<file path="src/rtl/core_run_pkg.sv">
`default_nettype none
// +----------------------------------------------------------------------------+
// | Module      : core_run_pkg                                                  |
// | Description : Shared types and helpers for the core run controller:         |
// |               run-state encoding, the all-ones HALT word source and the     |
// |               program-slot clamp helper.                                    |
// | Ports       : none (package)                                                |
// | Revision    : 1.0 - initial release                                         |
// +----------------------------------------------------------------------------+
package core_run_pkg;

   typedef enum logic [1:0] {
      ST_IDLE = 2'd0,
      ST_LOAD = 2'd1,
      ST_RUN  = 2'd2,
      ST_DONE = 2'd3
   } run_state_e;

   // HALT is the all-ones machine word; users slice the low W bits of this.
   localparam int unsigned HALT_MAX_W = 64;
   localparam logic [HALT_MAX_W-1:0] HALT_ONES = '1;

   // Out-of-range program selects fall back to slot 0.
   function automatic int unsigned slot_index(input int unsigned sel,
                                              input int unsigned nprog);
      return (sel < nprog) ? sel : 32'd0;
   endfunction

endpackage
`default_nettype wire

</file>
<file path="src/rtl/run_cycle_cnt.sv">
`default_nettype none
// +----------------------------------------------------------------------------+
// | Module      : run_cycle_cnt                                                 |
// | Description : Retired-instruction counter for one run, with synchronous     |
// |               clear, count enable and a terminal-count flag that is high    |
// |               while the count equals TMO-1 (the last allowed instruction).  |
// | Ports       : clk   in  clock                                               |
// |               reset in  synchronous active-low reset                        |
// |               clr   in  clear count to zero (wins over en)                  |
// |               en    in  count one retired instruction                       |
// |               cnt   out registered count                                    |
// |               tc    out count == TMO-1                                      |
// | Revision    : 1.0 - initial release                                         |
// +----------------------------------------------------------------------------+
module run_cycle_cnt #(
   parameter int unsigned CW  = 16,
   parameter int unsigned TMO = 4095
) (
   input  logic          clk,
   input  logic          reset,
   input  logic          clr,
   input  logic          en,
   output logic [CW-1:0] cnt,
   output logic          tc
);

   localparam logic [CW-1:0] C_TC_VAL = CW'(TMO - 1);

   logic [CW-1:0] cnt_q;
   logic [CW-1:0] cnt_d;

   always_comb begin
      cnt_d = cnt_q;
      if (clr) begin
         cnt_d = '0;
      end else if (en) begin
         cnt_d = cnt_q + CW'(1);
      end
   end

   always_ff @(posedge clk) begin
      if (!reset) begin
         cnt_q <= '0;
      end else begin
         cnt_q <= cnt_d;
      end
   end

   assign cnt = cnt_q;
   assign tc  = (cnt_q == C_TC_VAL);

endmodule
`default_nettype wire

</file>
<file path="src/rtl/core_run_ctrl.sv">
`default_nettype none
// +----------------------------------------------------------------------------+
// | Module      : core_run_ctrl                                                 |
// | Description : Run controller for the single-cycle core. Accepts a four-     |
// |               phase req/done handshake, loads the PC with the start address |
// |               of the selected program slot and qualifies execution until    |
// |               a HALT word or an instruction-count timeout.                  |
// |               Integration: the PC advances only when run_en is high,        |
// |               RegWrite/MemWrite are ANDed with run_en, and pc_load takes    |
// |               priority over any branch target.                              |
// | Ports       : clk         in  clock                                         |
// |               reset       in  synchronous active-low reset                  |
// |               req         in  run request (level)                           |
// |               prog_sel    in  program slot, sampled on accept               |
// |               mach_code   in  current instruction word                      |
// |               prog_ctr    in  current PC                                    |
// |               pc_load     out load PC with pc_load_val                      |
// |               pc_load_val out start address (0 outside LOAD)                |
// |               run_en      out execution qualifier (combinational)           |
// |               busy        out high in LOAD and RUN                          |
// |               done        out run finished, held until req drops            |
// |               timeout     out last run ended by timeout                     |
// |               cycle_cnt   out instructions retired in last/current run      |
// |               halt_pc     out PC of the HALT of the last run                |
// | Revision    : 1.0 - initial release                                         |
// +----------------------------------------------------------------------------+
module core_run_ctrl
   import core_run_pkg::*;
#(
   parameter int unsigned             D         = 12,
   parameter int unsigned             W         = 9,
   parameter int unsigned             NPROG     = 3,
   parameter logic [NPROG*D-1:0]      START_VEC = {12'd512, 12'd256, 12'd0},
   parameter int unsigned             CW        = 16,
   parameter int unsigned             TMO       = 4095,
   localparam int unsigned            SW        = (NPROG > 1) ? $clog2(NPROG) : 1
) (
   input  logic          clk,
   input  logic          reset,
   input  logic          req,
   input  logic [SW-1:0] prog_sel,
   input  logic [W-1:0]  mach_code,
   input  logic [D-1:0]  prog_ctr,
   output logic          pc_load,
   output logic [D-1:0]  pc_load_val,
   output logic          run_en,
   output logic          busy,
   output logic          done,
   output logic          timeout,
   output logic [CW-1:0] cycle_cnt,
   output logic [D-1:0]  halt_pc
);

   localparam logic [W-1:0] C_HALT = HALT_ONES[W-1:0];

   run_state_e    state_q, state_d;
   logic          pc_load_q, pc_load_d;
   logic [D-1:0]  pc_load_val_q, pc_load_val_d;
   logic          busy_q, busy_d;
   logic          done_q, done_d;
   logic          timeout_q, timeout_d;
   logic [D-1:0]  halt_pc_q, halt_pc_d;

   logic          is_halt;
   logic          run_en_w;
   logic          cnt_clr;
   logic          cnt_tc;
   logic [SW-1:0] slot;
   logic [D-1:0]  start_tbl [NPROG];

   for (genvar gi = 0; gi < NPROG; gi++) begin : g_slot
      assign start_tbl[gi] = START_VEC[gi*D +: D];
   end

   assign slot     = SW'(slot_index(32'(prog_sel), NPROG));
   assign is_halt  = (mach_code == C_HALT);
   // A HALT word never retires: it suppresses PC advance and writes.
   assign run_en_w = (state_q == ST_RUN) && !is_halt;
   // Clearing on accept makes the per-run status read zero already in LOAD.
   assign cnt_clr  = (state_q == ST_IDLE) && req;

   run_cycle_cnt #(
      .CW  (CW),
      .TMO (TMO)
   ) u_cnt (
      .clk   (clk),
      .reset (reset),
      .clr   (cnt_clr),
      .en    (run_en_w),
      .cnt   (cycle_cnt),
      .tc    (cnt_tc)
   );

   always_comb begin
      state_d       = state_q;
      pc_load_d     = 1'b0;
      pc_load_val_d = '0;
      timeout_d     = timeout_q;
      halt_pc_d     = halt_pc_q;

      case (state_q)
         ST_IDLE: begin
            if (req) begin
               state_d       = ST_LOAD;
               pc_load_d     = 1'b1;
               pc_load_val_d = start_tbl[slot];
               timeout_d     = 1'b0;
               halt_pc_d     = '0;
            end
         end
         ST_LOAD: begin
            state_d = req ? ST_RUN : ST_IDLE;
         end
         ST_RUN: begin
            // Abort outranks completion; HALT outranks timeout.
            if (!req) begin
               state_d = ST_IDLE;
            end else if (is_halt) begin
               halt_pc_d = prog_ctr;
               state_d   = ST_DONE;
            end else if (cnt_tc) begin
               timeout_d = 1'b1;
               state_d   = ST_DONE;
            end
         end
         ST_DONE: begin
            if (!req) begin
               state_d = ST_IDLE;
            end
         end
         default: begin
            state_d = ST_IDLE;
         end
      endcase

      busy_d = (state_d == ST_LOAD) || (state_d == ST_RUN);
      done_d = (state_d == ST_DONE);
   end

   always_ff @(posedge clk) begin
      if (!reset) begin
         state_q       <= ST_IDLE;
         pc_load_q     <= 1'b0;
         pc_load_val_q <= '0;
         busy_q        <= 1'b0;
         done_q        <= 1'b0;
         timeout_q     <= 1'b0;
         halt_pc_q     <= '0;
      end else begin
         state_q       <= state_d;
         pc_load_q     <= pc_load_d;
         pc_load_val_q <= pc_load_val_d;
         busy_q        <= busy_d;
         done_q        <= done_d;
         timeout_q     <= timeout_d;
         halt_pc_q     <= halt_pc_d;
      end
   end

   assign pc_load     = pc_load_q;
   assign pc_load_val = pc_load_val_q;
   assign run_en      = run_en_w;
   assign busy        = busy_q;
   assign done        = done_q;
   assign timeout     = timeout_q;
   assign halt_pc     = halt_pc_q;

endmodule
`default_nettype wire

</file>
<file path="config.mk">
export PLATFORM = sky130hd
export DESIGN_NAME = core_run_ctrl
export DESIGN_NICKNAME = d
export VERILOG_FILES = /design/src/rtl/core_run_pkg.sv /design/src/rtl/run_cycle_cnt.sv /design/src/rtl/core_run_ctrl.sv
export SDC_FILE = /design/constraint.sdc
export NUM_CORES = 1
export LEC_CHECK = 0
export BUFFER_PORTS_ARGS = -buffer_cell sky130_fd_sc_hd__buf_2
export CAP_MARGIN = 0
export CORE_ASPECT_RATIO = 0.75
export CORE_MARGIN = 2
export CORE_UTILIZATION = 40
export DETAILED_ROUTE_END_ITERATION = 6
export PLACE_DENSITY_LB_ADDON = 0.2
export SYNTH_ARGS = -nofsm -noshare
export SYNTH_HDL_FRONTEND = slang
export SYNTH_SLANG_ARGS = --single-unit
</file>
<file path="constraint.sdc">
create_clock -name clk -period 2 [get_ports clk]
set_clock_uncertainty 0.15 [all_clocks]
set_input_delay 0.2 -clock clk [delete_from_list [all_inputs] [get_ports clk]]
set_output_delay 0.2 -clock clk [all_outputs]
set_load 0.01 [all_outputs]
</file>
# Word-level counts from Yosys, hierarchy flattened
# Cells that the tools add are included.
dict set report op_classes {
  addsub 1
  n_lt_le_gt_ge 2
  n_eq_ne 13
  muxes 21
  bitwise 2
  reduce_logical 11
}
# operator n
set op_table {}
lappend op_table {{12-bit two-way mux} 5}
lappend op_table {{12-bit binary-select mux with 2-bit select} 1}
lappend op_table {{12-bit case mux with 2 select lines} 1}
lappend op_table {{16-bit by 1-bit adder with 16-bit output, second input constant} 1}
lappend op_table {{16-bit by 12-bit == test with 1-bit output, second input constant} 1}
lappend op_table {{2-bit two-way mux} 7}
lappend op_table {{2-bit inequality test, second input constant} 5}
lappend op_table {{9-bit == test, second input constant} 1}
lappend op_table {{2-bit == test, second input constant} 4}
lappend op_table {{2-bit case mux with 4 select lines} 1}
lappend op_table {{1-bit two-way mux} 5}
lappend op_table {{5-bit AND reduction} 1}
lappend op_table {{2-bit by 1-bit == test with 1-bit output, second input constant} 2}
lappend op_table {{4-bit AND reduction} 1}
lappend op_table {{3-bit >= comparator, second input constant} 1}
lappend op_table {{2-bit NOT with 3-bit output} 1}
lappend op_table {{3-bit AND reduction} 1}
lappend op_table {{1-bit logical AND} 2}
lappend op_table {{2-bit zero test} 1}
lappend op_table {{2-bit less-than comparator, second input constant} 1}
lappend op_table {{1-bit case mux with 2 select lines} 1}
lappend op_table {{2-bit AND reduction} 1}
lappend op_table {{2-bit nonzero test} 1}
lappend op_table {{2-bit OR reduction} 1}
lappend op_table {{other kinds (3)} 3}
dict set report word_totals {
  regBits 46
  in_bits 26
  output_inout_bits 45
  word_cells 58
}

# Longest topological paths before layout
# Gate-level depths: netlist of the first run.
dict set report depth {
  word_depth 7
  ltp_mapped 7
  mapped_depth_nobuf 7
}

# By module
# Synthesis of the first run repeated with hierarchy kept, for this count alone.
dict set report hier_totals {
  hier_cells 185
  area_unflattened_um2 1831.8
}
# mod instances cells_each area_per_inst_um2 seq_area_each_um2
set modules_own_cells {}
lappend modules_own_cells {core_run_ctrl 1 102 1064.8 400.4}
lappend modules_own_cells {run_cycle_cnt 1 83 767.0 320.3}

# Worst setup path after synthesis of the first run
# OpenSTA, ideal clock, no wires.
dict set report synth_path {
  path_type {register to register}
  startpoint {reg u_cnt.cnt_q[2], in the netlist u_cnt.cnt[2]}
  endpoint {reg busy_q, in the netlist busy}
  setup_time_ns 0.115
  arrival_ns 1.482
  required_ns 1.735
  setup_slack_ns 0.253
  stages_incl_launch_ff 7
  path_buffers 0
  period_less_slack_ns 1.747
  cell_sequence {dfxtp_1 > and3_4 > nand4_4 > nor2_1 > o221a_2 > ha_1 > and2_1}
}
dict set report synth_via {
  elab_chain_len 7
  word_cells_on_any_way 8
  cone_classes {3 x eq/ne; 4 x mux; 1 x reduce/logical}
}
# item line
set synth_rtl {}
lappend synth_rtl {{start: declaration} run_cycle_cnt.sv:29} ;# logic [CW-1:0] cnt_q;
lappend synth_rtl {{start signal: assignment} run_cycle_cnt.sv:45} ;# cnt_q <= cnt_d;
lappend synth_rtl {{16-bit by 12-bit == test with 1-bit output *} run_cycle_cnt.sv:50} ;# assign tc = (cnt_q == C_TC_VAL);
lappend synth_rtl {{2-bit two-way mux *} core_run_ctrl.sv:121} ;# end else if (cnt_tc) begin
lappend synth_rtl {{2-bit two-way mux *} core_run_ctrl.sv:118} ;# end else if (is_halt) begin
lappend synth_rtl {{2-bit two-way mux *} core_run_ctrl.sv:116} ;# if (!req) begin
lappend synth_rtl {{2-bit case mux with 4 select lines *} core_run_ctrl.sv:101} ;# case (state_q)
lappend synth_rtl {{net state_d[0]} core_run_ctrl.sv:56} ;# run_state_e state_q, state_d;
lappend synth_rtl {{2-bit by 1-bit == test with 1-bit output or 2-bit == test (tied branches)} core_run_ctrl.sv:136} ;# busy_d = (state_d == ST_LOAD) || (state_d == ST_RUN);
lappend synth_rtl {{1-bit logical OR *} core_run_ctrl.sv:136}
lappend synth_rtl {{net busy_d} core_run_ctrl.sv:59} ;# logic busy_q, busy_d;
lappend synth_rtl {{end signal: assignment} core_run_ctrl.sv:153} ;# busy_q <= busy_d;
lappend synth_rtl {{end: declaration} core_run_ctrl.sv:59}
# Mark *: on every way through the listed nets, which the timed path passes. The rest lies on a longest branch.
# A chain may end at the register's enable or synchronous reset.

# Worst setup path in the final report of the first run
dict set report layout_path {
  startpoint {reg state_q[0]}
  endpoint {out run_en}
}
dict set report layout_via {
  elab_chain_len 2
}
# item line
set layout_rtl {}
lappend layout_rtl {{start: declaration} core_run_ctrl.sv:56}
lappend layout_rtl {{start signal: assignment} core_run_ctrl.sv:150} ;# state_q <= state_d;
lappend layout_rtl {{2-bit == test} core_run_ctrl.sv:78} ;# assign run_en_w = (state_q == ST_RUN) && !is_halt;
lappend layout_rtl {{1-bit logical AND} core_run_ctrl.sv:78}
lappend layout_rtl {{end: declaration} core_run_ctrl.sv:46} ;# output logic run_en,
# Every way passes these cells.

==> impl_metrics.ini, run 1 <==
[finish]
syn_to_final_growth_pct = 31.64
nNetsFinal = 296
layout_commonest_cell = buf_2
antennaDiodeCount = 0
final_cell_mix = buf_2 (60), dfxtp_1 (36), nand2_1 (25), o21ai_0 (18), a21oi_1 (14)
stdcell_area_um2 = 2207
drive_gt1_frac = 0.3209
nFillCells = 384

[synth]
synth_top_cell_area_share = 0.4299
syn_area_um2 = 1677
synthTopCellsByArea = dfxtp_1 (43%), nand2_1 (5.6%), o21ai_0 (5.4%)
synth_seq_cells = 36
synthCells = 193
synth_top_area_cell = dfxtp_1
syn_avg_cell_area_um2 = 8.687
ys_types = 37
ys.warnings.count = 0
ys_seq_area_frac = 0.4299

[worst_setup_path]
cp_cell_sequence = and2b_2 > o31ai_4 > buf_6 > buf_4 > inv_1 > buf_2
regToRegSetupSlack_ns = 0.16
reg2regPathDepth = 6
crit_type = reg -> out
regToRegStartpoint = u_cnt.cnt[5]$_SDFFE_PP0P_
end_kind = output port
required_ns = 1.65
cp.buffers_inverters = 4
worst-endpoint-arrival_ns = 1.52
cp_top_family = buffers and inverters
cpPeakStageDelay_ns = 0.38
critPathLaunchType = flip-flop
cp_slowest_cell = dfxtp_1
reg2reg_to = busy$_SDFF_PN0_
crit_fanout = 9

[drt]
wirelength_um = 3918
wl_per_cell_um = 12.13
route.vias.total = 1616
route.detailed.drc = 0
final_antenna_net_count = 0
drt_first_iter_violations = 63
dr.pass1.iters = 4
vias_per_cell = 5.003

[sta]
setup_viol = 0
rsz0062_at_grt = no
slew_viol_final = 0
fmax_mhz = 533.6
finalCriticalPeriod_ns = 1.874
worst_slew_pin_slew_ns = 0.6273
setup_tns_ns = 0
period_share = 0.9370
relSlewSlack = 0.5808
hold_violations = 0

[power]
irDropWorstVdd_mv = 0.4162
p_leak_nw = 0.9589
power-per-cell-area_nw_per_um2 = 615.9
intPower_w = 0.001023
p_clk_frac = 0.372
power_frac_comb = 0.091
p_sw_frac = 0.2476
net-switching-power_w = 0.0003365
power.share.sequential = 0.538
fin_total_pwr_w = 0.001359

[placement]
hpwlAfterDp_um = 2815
place_congestion = 0.7765
dpl_cell_area_um2 = 2034
io_buffers = 60

[grt]
antenna_found_initial = 0
grt_use_met3 = 0.06042
globalRouteTotalUtil = 0.1704
grt_pass1_vias = 1385
grt-busiest-layer = met2
grt_util_met1 = 0.2428
grt_first_pass_wirelength_um = 6375
met2_usage = 0.2479
grt_max_degree = 18
grt_overflow = 0

[clock_tree]
cts_sinks = 36
post_cts_buffers = 0
clock_latency_ns = 0.28
cts_buffers = 5
ctsLongestPathBuffers = 2
htree_levels = 2
tritoncts = done
clkTransAtPathRegs_ns = 0.07
root_buffer = clkbuf_8

[die]
start_util = 0.4161
die_area_um2 = 4731
fp.dieH_um = 60.07
placementRows = 20
core_um2 = 4029
ioPinCount = 71
die-width_um = 78.76

[job]
cap_violations = 0

[hold_path]
min_path_type = in -> reg
min-delay-start = prog_ctr[9]
holdPathEnd = halt_pc[9]$_SDFFE_PN0P_
holdPathStages = 3

[outcome]
status = finished, final reports clean
[kinds of logic (layout without fill, tap and decap cells)]
logic type               Yosys count  in the layout  share of synthesized area
AND/OR/NAND/NOR                   82             82                     0.2918
AO/OA/AOI/OAI                     44             44                     0.1627
flip-flops                        36             36                     0.4299
buffers and inverters             25             91                    0.08059
adder cells (fa/ha/maj)            3              3                    0.02239
XOR/XNOR                           2              2                    0.01045
other                              1             10                   0.002237
[timing repair]
| item | 4_1_cts | 5_1_grt |
|---|---|---|
| hold buffers | 8 | 0 |
| resized for setup | 0 | 2 |
| endpoints found under the hold margin | 8 | 0 |
| setup endpoints to repair | 0 | 1 |
[Yosys cell counts]
master,number
or4_1,7
and2_1,6
xor2_1,1
o311ai_1,1
nor2b_1,4
o21ai_0,18
buf_4,10
nand2_1,25
and4b_1,1
and3_1,1
xnor2_1,1
nand3_1,3
clkbuf_1,6
a211oi_1,1
and2b_1,1
o31ai_1,7
nor3b_1,2
and2_2,1
nor3_1,1
clkbuf_2,1
nor2_1,4
o31ai_4,1
nand4_2,1
nand4_4,1
ha_1,3
or3_1,6
nand4_1,13
conb_1,1
inv_1,6
and3_4,2
o221a_2,2
buf_2,2
dfxtp_1,36
a21oi_1,14
nor4_1,1
or4b_1,1
nand3b_1,1
[registers in the layout, summed over array words and instances, names as in the netlist]
register / cells
state_q: 2
done: 1
timeout: 1
busy: 1
u_cnt.cnt: 16
pc_load: 1
halt_pc: 12
pc_load_val: 2
[area by class of cell]
type	count	area [um2]	area share
Clock buffer	5	68.82	0.03118
Clock inverter	3	18.77	0.008503
Inverter	6	22.52	0.01020
Multi-Input combinational cell	141	855.8	0.3878
Sequential cell	36	720.7	0.3265
Tap cell	55	68.82	0.03118
Timing Repair Buffer	77	451.7	0.2046
[power groups by stage]
stage / Clock [W] / Sequential (W) / Combinational (W)
floorplan: 0 / 0.000751 / 0.0000719
global placement: 0 / 0.000748 / 0.000110
detailed placement: 0 / 0.000748 / 0.000109
CTS: 0.000524 / 0.000731 / 0.000122
global route: 0.000557 / 0.000732 / 0.000136
finish: 0.000505 / 0.000731 / 0.000123
[routing by layer]
layer  vias to the layer above  part of all wire
met5                         -                 0
met4                         0            0.0074
met3                         4             0.060
met2                        52              0.42
met1                       736              0.51
li1                        824                 -
[worst register-to-register path: stages, from the launching register on]
cell and delay (ns):
dfxtp_1 0.42, and3_4 0.25, nand4_4 0.16, nor2_1 0.19
o221a_2 0.21, ha_1 0.21, and2_1 0.15
[through the flow]
step,std cells,setup slack (ns),utilization,hold WS (ns)
floorplan,202,0.2526,-,0.1258
global placement,307,0.1379,0.5050,0.2236
detailed placement,307,0.08980,0.5050,0.2271
CTS,323,0.05408,0.5466,0.002190
global route,323,0.03340,0.5478,0.02997
finish,323,0.1261,0.5478,0.008194
[how the worst max path moves through the flow]
stage / start / to / cells after the start
after floorplan: u_cnt.cnt[2]$_SDFFE_PP0P_ / busy$_SDFF_PN0_ / 6
after global placement: mach_code[6] / halt_pc[8]$_SDFFE_PN0P_ / 6
after CTS: state_q[1]$_SDFF_PN0_ / run_en / 6
after global routing: state_q[0]$_SDFF_PN0_ / run_en / 6
final: state_q[0]$_SDFF_PN0_ / run_en / 6
after detailed placement: mach_code[6] / halt_pc[0]$_SDFFE_PN0P_ / 6
No activity file was read; power rests on OpenSTA's default activity.
==> inputs of run 2 (changes only) <==
--- a/config.mk
+++ b/config.mk
@@ -11,7 +11,7 @@
 export CORE_MARGIN = 2
 export CORE_UTILIZATION = 40
 export DETAILED_ROUTE_END_ITERATION = 6
-export PLACE_DENSITY_LB_ADDON = 0.2
+export PLACE_DENSITY = 0.69
 export SYNTH_ARGS = -nofsm -noshare
 export SYNTH_HDL_FRONTEND = slang
 export SYNTH_SLANG_ARGS = --single-unit
==> run 2 against run 1 <==
  * Combinational power about the same
  * Die area unchanged
  * Power increased by 2.2%
  * Fmax increased by 2.9%
  * Sequential cell count unchanged
  * Critical path type unchanged
  * Highest routed layer unchanged
==> impl_metrics.ini, run 2 (synthesis gave the netlist of run 1 again) <==
[outcome]
status = finished, final reports clean

[grt]
grt_max_degree = 18
globalRouteTotalUtil = 0.1703
antenna_found_initial = 0
grt_overflow = 0
grt_first_pass_wirelength_um = 6279
grt_pass1_vias = 1348

[sta]
slew_viol_final = 0
rsz0062_at_grt = no
relSlewSlack = 0.5789
period_share = 0.9109
hold_violations = 0
finalCriticalPeriod_ns = 1.822
worst_slew_pin_slew_ns = 0.6301
setup_tns_ns = 0
fmax_mhz = 548.9
setup_viol = 0

[clock_tree]
post_cts_buffers = 0
tritoncts = done
clock_latency_ns = 0.28
cts_buffers = 5
htree_levels = 2
root_buffer = clkbuf_8
cts_hold_buf = 7
ctsLongestPathBuffers = 2
ctsResizeCount = 0
cts_sinks = 36
clkTransAtPathRegs_ns = 0.07

[worst_setup_path]
cp.buffers_inverters = 3
critPathLaunchType = flip-flop
worst-endpoint-arrival_ns = 1.47
required_ns = 1.65
cp_cell_sequence = and2b_1 > o31ai_4 > buf_4 > inv_1 > buf_2
crit_type = reg -> out
cpPeakStageDelay_ns = 0.38
cp_slowest_cell = dfxtp_1
cp_top_family = buffers and inverters
end_kind = output port
crit_fanout = 17

[finish]
final_cell_mix = buf_2 (60), dfxtp_1 (36), nand2_1 (25), o21ai_0 (18), a21oi_1 (14)
largest_reg_flops = 16
antennaDiodeCount = 0
nNetsFinal = 294
syn_to_final_growth_pct = 30.75
layout_commonest_cell = buf_2
drive_gt1_frac = 0.3120
final_util = 0.5441

[die]
die-width_um = 78.76
die_area_um2 = 4731
placementRows = 20
ioPinCount = 71
fp.dieH_um = 60.07
start_util = 0.4161
core_um2 = 4029

[placement]
place_congestion = 0.7704
io_buffers = 60
hpwlAfterDp_um = 2801

[drt]
wirelength_um = 3955
vias_per_cell = 4.978
final_antenna_net_count = 0
route.vias.total = 1598
dr.pass1.iters = 4
wl_per_cell_um = 12.32
route.detailed.drc = 0
drt_first_iter_violations = 48

[power]
p_leak_nw = 0.9523
p_sw_frac = 0.2416
net-switching-power_w = 0.0003355
power.share.sequential = 0.526
intPower_w = 0.001053
p_clk_frac = 0.386
power_frac_comb = 0.088
power-per-cell-area_nw_per_um2 = 633.6
irDropWorstVdd_mv = 0.3337

[job]
cap_violations = 0

[hold_path]
min_path_type = in -> reg
-- run 2: path summary, 6_finish.rpt --
path,cells past startpoint,slack [ns],startpoint,end
worst max-delay path,5,0.18,state_q[0]$_SDFF_PN0_,run_en
worst min register to register,2,0.30,timeout$_SDFFE_PN0P_,timeout$_SDFFE_PN0P_
worst max register to register,6,0.18,u_cnt.cnt[5]$_SDFFE_PP0P_,busy$_SDFF_PN0_
worst min-delay path,3,0.008,prog_ctr[2],halt_pc[2]$_SDFFE_PN0P_
-- run 2: power groups by stage --
| stage | Combinational, W | Sequential, W | Clock [W] |
|---|---|---|---|
| after floorplan | 0.0000719 | 0.000751 | 0 |
| after global placement | 0.000109 | 0.000747 | 0 |
| after detailed placement | 0.000110 | 0.000747 | 0 |
| after CTS | 0.000120 | 0.000730 | 0.000555 |
| after global routing | 0.000135 | 0.000732 | 0.000582 |
| final | 0.000122 | 0.000731 | 0.000537 |
-- run 2: stage by stage --
step	power, W	cells	hold slack [ns]	instance area, um2	setup WS, ns
global route	0.001449	321	0.03992	2192	0.05287
floorplan	0.0008224	202	0.1258	1710	0.2526
finish	0.001389	321	0.007627	2192	0.1781
CTS	0.001405	320	0.0003296	2182	0.1713
global placement	0.0008562	305	0.2268	2019	0.1749
detailed placement	0.0008572	305	0.2285	2019	0.1462
-- run 2: final cells by class --
class / instances / area (um2)
multi-input cells: 141 / 854.6
well taps: 55 / 68.82
clock buffers: 6 / 82.58
fillers: 397 / 1837
clock inverters: 2 / 10.01
repair buffers: 75 / 432.9
flip-flops and latches: 36 / 720.7
inverters: 6 / 22.52
-- run 2: layer usage --
| layer | track usage | part of all wire |
|---|---|---|
| met1 | 0.2446 | 0.49 |
| met2 | 0.2503 | 0.44 |
| met3 | 0.04532 | 0.059 |
| met4 | 0.05263 | 0.0051 |
| met5 | 0 | 0 |
-- run 2: tightest hold or removal path, delay by kind of cell --
kind | cells | cell delay [ns]
buf+inv | 1 | 0.09
simple gates | 1 | 0.06
compound gates | 1 | 0.06
